<file path="src/rtl/clk_div_pkg.sv">
// Shared types and helpers for the runtime-programmable clock divider.
//   state_t : controller state (stopped, running, draining the last period)
//   MIN_DIV : smallest legal divisor
//   hi_of() : number of high cycles in a period of length n
package clk_div_pkg;

  typedef enum logic [1:0] {
    StStop,
    StRun,
    StDrain
  } state_t;

  localparam int unsigned MIN_DIV = 2;

  // Odd divisors spend the extra cycle in the high phase.
  function automatic int unsigned hi_of(input int unsigned n);
    return n - (n >> 1);
  endfunction

endpackage

</file>
<file path="src/rtl/clk_div_core.sv">
// Counter and waveform generator for the clock divider.
// Ports:
//   clk, rst  : clock, asynchronous active-high reset
//   run       : counting is active in the next cycle
//   load      : replace the active divisor with div on this edge
//   div       : divisor to load
//   boundary  : current cycle is the last of a period (cnt == N-1 while active)
//   clk_out   : registered divided waveform
//   tick      : registered one-cycle strobe on the first cycle of each period
module clk_div_core
  import clk_div_pkg::*;
#(
  parameter int unsigned DIV_W       = 8,
  parameter int unsigned DEFAULT_DIV = 6
) (
  input  logic             clk,
  input  logic             rst,
  input  logic             run,
  input  logic             load,
  input  logic [DIV_W-1:0] div,
  output logic             boundary,
  output logic             clk_out,
  output logic             tick
);

  logic             active_q;
  logic [DIV_W-1:0] cnt_q, cnt_d;
  logic [DIV_W-1:0] div_q, div_d;
  logic [DIV_W-1:0] hi_d;
  logic             clk_out_d, tick_d;

  assign boundary = active_q && (cnt_q == div_q - DIV_W'(1));

  // Outputs are computed from next-cycle count and divisor so they can be registered.
  always_comb begin
    div_d = load ? div : div_q;
    hi_d  = DIV_W'(hi_of(32'(div_d)));
    cnt_d = '0;
    // Leaving STOP or crossing a boundary both start a fresh period at 0.
    if (run && active_q && !boundary) begin
      cnt_d = cnt_q + DIV_W'(1);
    end
    clk_out_d = run && (cnt_d < hi_d);
    tick_d    = run && (cnt_d == '0);
  end

  always_ff @(posedge clk or posedge rst) begin
    if (rst) begin
      active_q <= 1'b0;
      cnt_q    <= '0;
      div_q    <= DIV_W'(DEFAULT_DIV);
      clk_out  <= 1'b0;
      tick     <= 1'b0;
    end else begin
      active_q <= run;
      cnt_q    <= cnt_d;
      div_q    <= div_d;
      clk_out  <= clk_out_d;
      tick     <= tick_d;
    end
  end

endmodule

</file>
<file path="src/rtl/clk_div_sched.sv">
// Runtime-programmable clock-divider controller. Sequences start, stop and divisor
// changes so that every output period is complete (only reset may truncate one).
// Ports:
//   clk, rst   : clock, asynchronous active-high reset
//   en         : run request (level)
//   cfg_valid  : new divisor offered;  cfg_div : offered divisor
//   cfg_ready  : a divisor can be accepted (no divisor pending)
//   cfg_err    : one-cycle pulse after an illegal divisor (< 2) was offered
//   clk_out    : divided waveform;  tick : first cycle of each period
//   busy       : controller is not stopped
module clk_div_sched
  import clk_div_pkg::*;
#(
  parameter int unsigned DIV_W       = 8,
  parameter int unsigned DEFAULT_DIV = 6
) (
  input  logic             clk,
  input  logic             rst,
  input  logic             en,
  input  logic             cfg_valid,
  input  logic [DIV_W-1:0] cfg_div,
  output logic             cfg_ready,
  output logic             cfg_err,
  output logic             clk_out,
  output logic             tick,
  output logic             busy
);

  state_t           state_q, state_d;
  logic             pend_v_q, pend_v_d;
  logic [DIV_W-1:0] div_pend_q, div_pend_d;
  logic             cfg_err_d;
  logic             busy_q;
  logic             boundary;
  logic             load;
  logic             xfer;
  logic             legal;

  assign xfer  = cfg_valid && !pend_v_q;
  assign legal = (cfg_div >= DIV_W'(MIN_DIV));
  // A divisor accepted during a boundary cycle is not yet pending, so it waits a period.
  assign load  = pend_v_q && ((state_q == StStop) || boundary);

  always_comb begin
    state_d = state_q;
    unique case (state_q)
      StStop:  state_d = en ? StRun : StStop;
      // At a boundary a dropped request stops cleanly; mid-period it drains instead.
      StRun,
      StDrain: begin
        if (en)            state_d = StRun;
        else if (boundary) state_d = StStop;
        else               state_d = StDrain;
      end
      default: state_d = StStop;
    endcase
  end

  always_comb begin
    pend_v_d   = pend_v_q;
    div_pend_d = div_pend_q;
    if (load) begin
      pend_v_d = 1'b0;
    end else if (xfer && legal) begin
      pend_v_d   = 1'b1;
      div_pend_d = cfg_div;
    end
    cfg_err_d = xfer && !legal;
  end

  always_ff @(posedge clk or posedge rst) begin
    if (rst) begin
      state_q    <= StStop;
      pend_v_q   <= 1'b0;
      div_pend_q <= '0;
      cfg_err    <= 1'b0;
      busy_q     <= 1'b0;
    end else begin
      state_q    <= state_d;
      pend_v_q   <= pend_v_d;
      div_pend_q <= div_pend_d;
      cfg_err    <= cfg_err_d;
      busy_q     <= (state_d != StStop);
    end
  end

  assign cfg_ready = !pend_v_q;
  assign busy      = busy_q;

  clk_div_core #(
    .DIV_W      (DIV_W),
    .DEFAULT_DIV(DEFAULT_DIV)
  ) u_core (
    .clk     (clk),
    .rst     (rst),
    .run     (state_d != StStop),
    .load    (load),
    .div     (div_pend_q),
    .boundary(boundary),
    .clk_out (clk_out),
    .tick    (tick)
  );

endmodule

</file>
<file path="config.mk">
export PLATFORM = sky130hd
export DESIGN_NAME = clk_div_sched
export DESIGN_NICKNAME = d
export VERILOG_FILES = /design/src/rtl/clk_div_pkg.sv /design/src/rtl/clk_div_core.sv /design/src/rtl/clk_div_sched.sv
export SDC_FILE = /design/constraint.sdc
export NUM_CORES = 1
export LEC_CHECK = 0
export ABC_AREA = 1
export CAP_MARGIN = 20
export CORE_MARGIN = 10
export CORE_UTILIZATION = 45
export CTS_BUF_LIST = sky130_fd_sc_hd__clkbuf_8
export DETAILED_ROUTE_END_ITERATION = 8
export SKIP_CTS_REPAIR_TIMING = 1
export SLEW_MARGIN = 15
export SYNTH_ARGS = -nofsm -noshare
export SYNTH_HDL_FRONTEND = slang
export SYNTH_HIERARCHICAL = 1
export SYNTH_SLANG_ARGS = --single-unit
</file>
<file path="constraint.sdc">
create_clock -name clk -period 5.1 [get_ports clk]
set_input_delay 1.02 -clock clk [delete_from_list [all_inputs] [get_ports clk]]
set_output_delay 1.02 -clock clk [all_outputs]
set_load 0.01 [all_outputs]
</file>
==> results of run 1 <==
cell type report:
class                   count  area, um2
repair buffers             17        168
multi-input cells         201       1140
clock inverters             1       3.75
flip-flops and latches     32        803
fillers                   467       2190
inverters                  57        216
well taps                  54       67.6
clock buffers               7       96.3
cells in the final DEF, fill, tap and decap left out, types with 2 or more instances in the layout:
cell type / netlist / layout
nor2_2: 9 / 9
dfrtp_1: 30 / 30
dfstp_2: 2 / 2
inv_1: 49 / 50
clkbuf_8: 0 / 7
ha_1: 18 / 18
inv_2: 6 / 6
nand2_2: 6 / 6
xor2_1: 6 / 6
nand2_1: 71 / 71
o21ai_0: 11 / 11
nand4_1: 2 / 2
a21o_1: 2 / 2
nor2_1: 21 / 21
nor2_4: 2 / 2
nand3_1: 32 / 32
clkdlybuf4s50_1: 0 / 16
xnor2_1: 5 / 5
a21oi_1: 8 / 8
tightest hold or removal path, stage by stage (launching register included):
cell and delay (ps):
dfrtp_1 350, nand2_1 50, nand2_1 40
synth_stat cells (all sizes together):
master	instances	area, um2
a21o	2	15.0
clkbuf	1	3.75
xnor2	5	43.8
nor2	32	158
nand3b	1	7.51
nand4	2	12.5
nand2	77	304
dfrtp	30	751
xor2	6	52.6
nand3	32	160
or2	2	12.5
nor3	2	15.0
ha	18	225
o21ai	13	76.3
clkinv	1	3.75
a21oi	8	40.0
fa	1	20.0
dfstp	2	52.6
inv	56	213
power by group through the flow:
| stage | clock network (mW) | logic, mW | registers [mW] |
|---|---|---|---|
| 2_1_floorplan | 0 | 0.990 | 0.428 |
| 3_3_place_gp | 0 | 1.24 | 0.449 |
| 3_5_place_dp | 0 | 1.25 | 0.450 |
| 4_1_cts | 0.216 | 1.26 | 0.446 |
| 5_1_grt | 0.226 | 1.48 | 0.461 |
| 6_report | 0.213 | 1.23 | 0.446 |
metal layers:
layer	part of all wire	wire length (um)	GRT usage
met1	0.48	2190	0.164
met2	0.48	2170	0.222
met3	0.020	92	0.0237
met4	0.015	66	0.0434
met5	0	0	0
kinds of logic (layout without fill, tap and decap cells):
logic type	count (synthesis)	after routing	share of synthesized area
flops	32	32	0.371
xor+xnor	11	11	0.0445
buf+inv	58	82	0.102
simple gates	148	148	0.309
compound gates	23	23	0.0607
fa+ha+maj	19	19	0.113
registers in the layout, indices dropped and copies added, names as in the netlist:
name and cells:
busy 1, state_q 2, u_core/clk_out 1, u_core/active_q 1, cfg_err 1, pend_v_q 1, div_pend_q 8, u_core/div_q 8
u_core/tick 1, u_core/cnt_q 8
path summary, 6_finish.rpt:
check	end	start	cells past startpoint
min in group asynchronous	div_pend_q[7]$_DFFE_PP0P_	rst	2
hold / removal	div_pend_q[0]$_DFFE_PP0P_	div_pend_q[0]$_DFFE_PP0P_	2
hold reg to reg	div_pend_q[0]$_DFFE_PP0P_	div_pend_q[0]$_DFFE_PP0P_	2
max in group asynchronous	u_core/div_q[3]$_DFF_PP0_	rst	2
setup reg to reg	u_core/clk_out$_DFF_PP0_	u_core/div_q[1]$_DFF_PP1_	28
setup / recovery	u_core/clk_out$_DFF_PP0_	u_core/div_q[1]$_DFF_PP1_	28
==> metrics.txt, run 1 <==
Design Power around 1.9 mW; startpoint types register; status completed; reg2reg setup slack 700 ps; pre-CTS setup slack slightly below 700 ps; sw power 0.900 mW; FP Rows 25; CTS tree built; critical path type reg -> reg; sequential share of power 0.236; die width 89.4 um; Die H 89.4 um; CP Data Required Time 5310 ps; Slowest-stage cell, CP dfstp_2; Post-Syn Area between 2000 and 2500 um2; switching part of the total 0.475; IO Pins 17; Placed Cells about 360; arrival time worst endpoint 4610 ps; Ys Warns 6; CP delay by family, top simple AND/OR/NAND/NOR gates; WHS 474 ps; Final TNS setup 0 ps; count of different cell masters after synthesis 28; Power Density 758 nW/um2; headroom to the max-slew limit 0.508; # setup viols final 0; sequential area share after synthesis 0.371; Initial Utilization 0.462; CTS clk-pin slew, worst paths 70 ps; Placeable Area 4690 um2; DRT Pass-1 Iters 4; Synth Register Bits 32; CTS root buf clkbuf_8; Synth Instances 291; vias in the first global route 1,847; max-capacitance violation count 0; Logic pwr share 0.652; critical path peak fanout 8; unrepaired setup endpoints after global routing no; post-route cell area 2500 um2; Final Hold Fails 0; RePlAce Congestion approximately 0.84; antenna violations before repair 0; routed vias/inst 4.89; ANT nets after route 0; CP bufs+invs 3; area grow syn2layout 15.3%; Tcrit/Tclk final 0.862; starting DRC count in detailed routing 61; GRT Resource Usage Total 0.131; Most common cell on crit path a21oi_1; Max Clock Skew 7.89 ps; Layout Nets between 300 and 400; DP Area between 2000 and 2500 um2; clock power share 0.113; first-pass GRT wire length about 8200 um; CTS max path bufs 2; final worst slack 702 ps; grt total ovfl 0; wire per inst 12.2 um; Post-Route WL 4520 um; routed via count 1,804; Mean Syn Cell Area 7.44 um2; drt drc 0; pin count of the biggest net entering global routing 20; buffers added on ports 16; proportion of layout cells with a drive suffix above 1 0.117; Clk Latency, worst-skew pair 280 ps; Synth Net Count 322; Slew Viols, Final 0; Worst Setup End Kind register; Peak Freq roughly 0.23 GHz; cell internal pwr just under 1 mW; Tmin final 4400 ps; critical path's largest stage delay 540 ps; DP Wirelength 3790 um; antenna diode count 0; Num Clock Sinks 32; actual slew at the worst max-slew pin between 700 and 800 ps; H-tree depth 2; Non-Filler Instances 369; Worst VDD drop 0.564 mV; DIE AREA roughly 8000 um2; Hold Path Class reg -> reg; Static Leak 1.35 nW; cts bufs inserted 5; fin util 0.532
No activity file was read; power rests on OpenSTA's default activity.
==> run 2, diff against run 1 <==
--- a/config.mk
+++ b/config.mk
@@ -15,5 +15,4 @@
 export SLEW_MARGIN = 15
 export SYNTH_ARGS = -nofsm -noshare
 export SYNTH_HDL_FRONTEND = slang
-export SYNTH_HIERARCHICAL = 1
 export SYNTH_SLANG_ARGS = --single-unit
==> run 2 against run 1 <==
  * Setup slack gained 200 ps
  * Sequential share of layout area is 0.75 points higher
  * Global-route usage shrank 0.68 points
  * Hold slack better by 33 ps
  * Combinational power shrank 5%
  * Via count shrank 11%
  * Flip-flop and latch count fell by 1
  * Critical path depth decreased by 2
  * Synthesized cell count down 7.6%
  * Critical endpoint is now u_core.clk_out$_DFF_PP0_
  * Largest cell class unchanged
==> metrics.txt, run 2 <==
status completed (unchanged); top-count cell post-synth nand2_1 (unchanged); Peak Freq 0.238 GHz (was 0.227 GHz); Power Density 752 nW/um2 (was 758 nW/um2); Hold Path Class reg -> reg (unchanged); Static Leak 1.29 nW (was 1.35 nW); Final TNS setup 0 ps (unchanged); antenna violations before repair 0 (unchanged); unrepaired setup endpoints after global routing no (unchanged); H-tree depth 2 (unchanged); CP Data Required Time 5310 ps (about the same); buffers added on ports 16 (unchanged); share of the synthesized area in the top cell type 0.352 (was 0.347); FFs w/ async S/R, synth 1.00 (unchanged); Synth Register Bits 31 (was 32); sequential share of power 0.233 (was 0.236); die width 87.7 um (was 89.4 um); pin count of the biggest net entering global routing 32 (was 20); routed vias/inst 4.66 (was 4.89); vias in the first global route 1,657 (was 1,847); commonest non-fill, non-tap cells in the layout nand2_1, inv_1, dfrtp_1 (was nand2_1, inv_1, nand3_1); switching part of the total 0.478 (was 0.475); cell internal pwr 0.929 mW (was 0.994 mW); Mean Syn Cell Area 7.67 um2 (was 7.44 um2); Tcrit/Tclk final 0.824 (was 0.862); FF-to-FF Start u_core.div_q[1]$_DFF_PP1_ (was u_core/div_q[1]$_DFF_PP1_); most common cell after layout, fill and taps aside nand2_1 (unchanged); cts bufs inserted 5 (unchanged); GRT busiest layer met2 (unchanged); Placeable Area 4380 um2 (was 4690 um2); critical path type reg -> reg (unchanged); area grow syn2layout 14.6% (was 15.3%); starting DRC count in detailed routing 71 (was 61); wire per inst 12.1 um (was 12.2 um); FF-to-FF path depth 26 (was 28); Slowest-stage cell, CP dfstp_2 (unchanged); headroom to the max-slew limit 0.685 (was 0.508); sw power 0.850 mW (was 0.900 mW); Die H 87.7 um (was 89.4 um); EDFF count, synth 0 (unchanged); Hold Startpoint div_pend_q[3]$_DFFE_PP0P_ (was div_pend_q[0]$_DFFE_PP0P_); DIE AREA 7690 um2 (was 7990 um2); largest registers div_pend_q (8), u_core.cnt_q (8), u_core.div_q (8) (was div_pend_q (8), u_core/cnt_q (8), u_core/div_q (8)); count of different cell masters after synthesis 31 (was 28); CTS tree built (unchanged); CTS max path bufs 2 (unchanged); grt total ovfl 0 (unchanged); startpoint types register (unchanged); Logic pwr share 0.660 (was 0.652); drt drc 0 (unchanged); IO Pins 17 (unchanged); actual slew at the worst max-slew pin 467 ps (was 737 ps); Clk Latency, worst-skew pair 290 ps (was 280 ps); DP Wirelength 3380 um (was 3790 um); Reg2Reg Capture Point u_core.clk_out$_DFF_PP0_ (was u_core/clk_out$_DFF_PP0_); proportion of layout cells with a drive suffix above 1 0.0925 (was 0.117); reg2reg setup slack 900 ps (was 700 ps); Synth area leaders dfrtp_1, ha_1, nand2_1 (was dfrtp_1, nand2_1, ha_1); met2 Use GR 0.198 (was 0.222); clock power share 0.107 (was 0.113); WHS Path Cells 2 (unchanged); Worst Setup End Kind register (unchanged); M3 GR Usage 0.0223 (was 0.0237); Initial Utilization 0.471 (was 0.462); antenna diode count 0 (unchanged); sequential area share after synthesis 0.377 (was 0.371); Synth Net Count 300 (was 322); Worst VDD drop 0.572 mV (was 0.564 mV); Tmin final 4200 ps (was 4400 ps); routed via count 1,604 (was 1,804); Final Hold Fails 0 (unchanged); max-capacitance violation count 0 (unchanged); GR Layer Usage met1 0.157 (was 0.164); largest area contributor in the netlist dfrtp_1 (unchanged); DRT Pass-1 Iters 4 (unchanged); Design Power 1.78 mW (was 1.89 mW); arrival time worst endpoint 4420 ps (was 4610 ps); ys flop type dfrtp_1 (unchanged); # setup viols final 0 (unchanged); Num Clock Sinks 31 (was 32); GRT Resource Usage Total 0.125 (was 0.131); CTS root buf clkbuf_8 (unchanged); Layout Nets 322 (was 345); critical path peak fanout 17 (was 8); worst hold endpoint div_pend_q[3]$_DFFE_PP0P_ (was div_pend_q[0]$_DFFE_PP0P_); Ys Warns 0 (was 6); critical path's largest stage delay 540 ps (about the same); first-pass GRT wire length 7610 um (was 8200 um); Slew Viols, Final 0 (unchanged); Synth Instances 269 (was 291); Post-Syn Area 2060 um2 (was 2170 um2); RePlAce Congestion 0.833 (was 0.842); CTS clk-pin slew, worst paths 70 ps (about the same); Max Clock Skew 4.93 ps (was 7.89 ps); ANT nets after route 0 (unchanged); Post-Route WL 4160 um (was 4520 um); Post-synth top cells nand2_1, inv_1, dfrtp_1, nor2_1, ha_1 (was nand2_1, inv_1, nand3_1, dfrtp_1, nor2_1); FP Rows 24 (was 25)
## run 2: changes by cell type after synthesis, sizes merged, moves of 3 or more
cell	previous run	this run
a21oi	8	13
nand2	77	62
nand3	32	16
nor2	32	29
o21ai	13	16
## run 2: kinds of logic (layout without fill, tap and decap cells)
kind of cell	after synthesis	count (layout)	share of synthesized area
xor gates and xnor gates	11	11	0.0467
muxes	2	2	0.0109
adders and majority gates	19	19	0.119
DFF	31	31	0.377
buffers and inverters	59	82	0.111
and+or+nand+nor	112	112	0.228
AOI/OAI and AO/OA	35	35	0.107
## run 2: worst max-delay path by stage
| stage | startpoint | end | slack (ps) |
|---|---|---|---|
| global route | u_core.div_q[1]$_DFF_PP1_ | u_core.clk_out$_DFF_PP0_ | 300 |
| global placement | u_core.div_q[1]$_DFF_PP1_ | u_core.clk_out$_DFF_PP0_ | 950 |
| CTS | u_core.div_q[1]$_DFF_PP1_ | u_core.clk_out$_DFF_PP0_ | 830 |
| floorplan | u_core.div_q[1]$_DFF_PP1_ | u_core.clk_out$_DFF_PP0_ | 1210 |
| detailed placement | u_core.div_q[1]$_DFF_PP1_ | u_core.clk_out$_DFF_PP0_ | 870 |
| finish | u_core.div_q[1]$_DFF_PP1_ | u_core.clk_out$_DFF_PP0_ | 900 |
## run 2: layout make-up
| class | count | area [um2] |
|---|---|---|
| tap | 52 | 65.1 |
| fill | 431 | 2020 |
| multi-input combinational | 179 | 1060 |
| timing repair buffer | 17 | 168 |
| clock buffer | 5 | 68.8 |
| clock inverter | 3 | 15.0 |
| sequential | 31 | 778 |
| inverter | 57 | 214 |
## run 2: layer usage
layer | vias to the layer above | part of all wire
li1 | 877 | -
met1 | 703 | 0.50
met2 | 15 | 0.44
met3 | 9 | 0.027
met4 | 0 | 0.027
met5 | - | 0
## run 2: stage by stage
stage | area [um2] | std cells | util | setup WS, ps | hold slack, ps
finish | 2360 | 344 | 0.539 | 898 | 507
global route | 2360 | 344 | 0.539 | 302 | 534
CTS | 2360 | 344 | 0.539 | 834 | 513
detailed placement | 2280 | 336 | 0.520 | 869 | 496
global placement | 2280 | 336 | 0.520 | 949 | 475
floorplan | 2060 | 269 | - | 1210 | 453
## run 2: critical path, delay by kind of cell, from the launching register on
kind,cells,cell delay [ps]
flip-flops,1,540
adder cells (fa/ha/maj),3,900
buffers and inverters,3,190
XOR/XNOR,1,150
AND/OR/NAND/NOR,10,900
AO/OA/AOI/OAI,9,1420
## run 2: power groups by stage
stage               logic (mW)  clock network, mW  registers [mW]
finish                    1.17              0.190           0.415
global route              1.40              0.204           0.428
CTS                       1.20              0.194           0.416
detailed placement        1.19                  0           0.421
global placement          1.19                  0           0.421
floorplan                0.944                  0           0.406
==> run 3, diff against run 2 <==
==> constraint.sdc (replaced) <==
create_clock -name clk -period 4.3 [get_ports clk]
set_input_delay 0.86 -clock clk [delete_from_list [all_inputs] [get_ports clk]]
set_output_delay 0.86 -clock clk [all_outputs]
set_load 0.01 [all_outputs]
==> run 3 against run 2 <==
  * Via count rose by 4.2%
  * Critical path depth unchanged
  * Clock skew is 0.66 ps lower
  * Count of clock-buffer cells in the layout grew 2
  * Register-to-register slack got worse by 500 ps
  * Critical endpoint unchanged
  * Highest routed layer unchanged
==> metrics.txt, run 3 (same netlist as run 2, synthesis figures left out) <==
pin count of the biggest net entering global routing 32 (unchanged); DRT Pass-1 Iters 4 (unchanged); antenna violations before repair 0 (unchanged); # setup viols final 0 (unchanged); post-route cell area 2450 um2 (was 2360 um2); headroom to the max-slew limit 0.665 (was 0.685); WL met2 2060 um (was 1850 um); routed via count 1,672 (was 1,604); first-pass GRT wire length 7790 um (was 7610 um); most common cell after layout, fill and taps aside nand2_1 (unchanged); wire length on met1 2030 um (was 2080 um); Worst Setup End Kind register (unchanged); routed vias/inst 4.83 (was 4.66); RePlAce Congestion 0.833 (about the same); IO Pins 17 (unchanged); Slowest-stage cell, CP dfstp_2 (unchanged); Initial Utilization 0.471 (unchanged); Num Clock Sinks 31 (unchanged); wire length on met3 129 um (was 114 um); Hold Path Class reg -> reg (unchanged); Most common cell on crit path a21oi_1; GRT Resource Usage Total 0.128 (was 0.125); DP Area 2280 um2 (unchanged); Peak Freq 0.256 GHz (was 0.238 GHz); max-capacitance violation count 0 (unchanged); Die H 87.7 um (unchanged); startpoint types register (unchanged); critical path's largest stage delay 540 ps (about the same); critical path peak fanout 10 (was 17); Tcrit/Tclk final 0.907 (was 0.824); wire per inst 12.5 um (was 12.1 um); actual slew at the worst max-slew pin 502 ps (was 467 ps); ANT nets after route 0 (unchanged); Final TNS setup 0 ps (unchanged); antenna diode count 0 (unchanged); CTS root buf clkbuf_8 (unchanged); commonest non-fill, non-tap cells in the layout nand2_1, inv_1, dfrtp_1 (unchanged); die width 87.7 um (unchanged); status completed (unchanged); area grow syn2layout 18.9% (was 14.6%); drt drc 0 (unchanged); cts bufs inserted 5 (unchanged); starting DRC count in detailed routing 90 (was 71); Placeable Area 4380 um2 (unchanged); max layer used met4 (unchanged); Layout Nets 324 (was 322); Post-Route WL 4320 um (was 4160 um); DP Wirelength 3390 um (was 3380 um); buffers added on ports 16 (unchanged); FP Rows 24 (unchanged); H-tree depth 2 (unchanged); Final Hold Fails 0 (unchanged); CP Data Required Time 4510 ps (was 5310 ps); vias in the first global route 1,732 (was 1,657); CTS tree built (unchanged); Clk Latency, worst-skew pair 280 ps (was 290 ps); proportion of layout cells with a drive suffix above 1 0.122 (was 0.0925); CTS max path bufs 2 (unchanged); grt total ovfl 0 (unchanged); critical path type reg -> reg (unchanged); Max Clock Skew 4.27 ps (was 4.93 ps); fin util 0.559 (was 0.539); WHS 501 ps (was 507 ps); DIE AREA 7690 um2 (unchanged); CTS clk-pin slew, worst paths 70 ps (about the same); largest registers div_pend_q (8), u_core.cnt_q (8), u_core.div_q (8) (unchanged); Slew Viols, Final 0 (unchanged); Tmin final 3900 ps (was 4200 ps); arrival time worst endpoint 4110 ps (was 4420 ps)
## run 3: worst paths after layout
path                       slack (ps)  cells after the start                   endpoint                 startpoint
hold reg to reg                   500                      2  div_pend_q[1]$_DFFE_PP0P_  div_pend_q[1]$_DFFE_PP0P_
hold / removal                    500                      2  div_pend_q[1]$_DFFE_PP0P_  div_pend_q[1]$_DFFE_PP0P_
setup / recovery                  400                     26   u_core.clk_out$_DFF_PP0_  u_core.div_q[1]$_DFF_PP1_
min in group asynchronous         960                      3          cfg_err$_DFF_PP0_                        rst
max in group asynchronous        3020                      3  u_core.div_q[2]$_DFF_PP1_                        rst
setup reg to reg                  400                     26   u_core.clk_out$_DFF_PP0_  u_core.div_q[1]$_DFF_PP1_
## run 3: worst max-delay path, delay by kind of cell (launching register included)
kind / cells / cell delay (ps)
AOI/OAI and AO/OA: 10 / 1360
xor gates and xnor gates: 1 / 130
adders and majority gates: 3 / 770
buffers and inverters: 3 / 180
DFF: 1 / 540
and+or+nand+nor: 9 / 810
## run 3: layout make-up
class / instances / area (um2)
timing repair buffer: 19 / 183
inverter: 57 / 214
fill: 426 / 1930
clock inverter: 1 / 3.75
clock buffer: 7 / 96.3
multi-input combinational: 179 / 1110
sequential: 31 / 778
tap: 52 / 65.1
## run 3: metrics by stage
stage	cells	setup slack (ps)
after global routing	346	-6.61
after global placement	336	149
after CTS	344	22.1
after detailed placement	336	70.2
after floorplan	269	410
final	346	399
## run 3: layer usage
layer | GRT usage | vias up
met5 | 0 | -
met4 | 0.0652 | 0
met3 | 0.0279 | 8
met2 | 0.211 | 26
met1 | 0.153 | 752
li1 | - | 886
Power of run 3 is not shown: default switching activity piles up to over one toggle a cycle in this logic, so the estimate is an artifact.
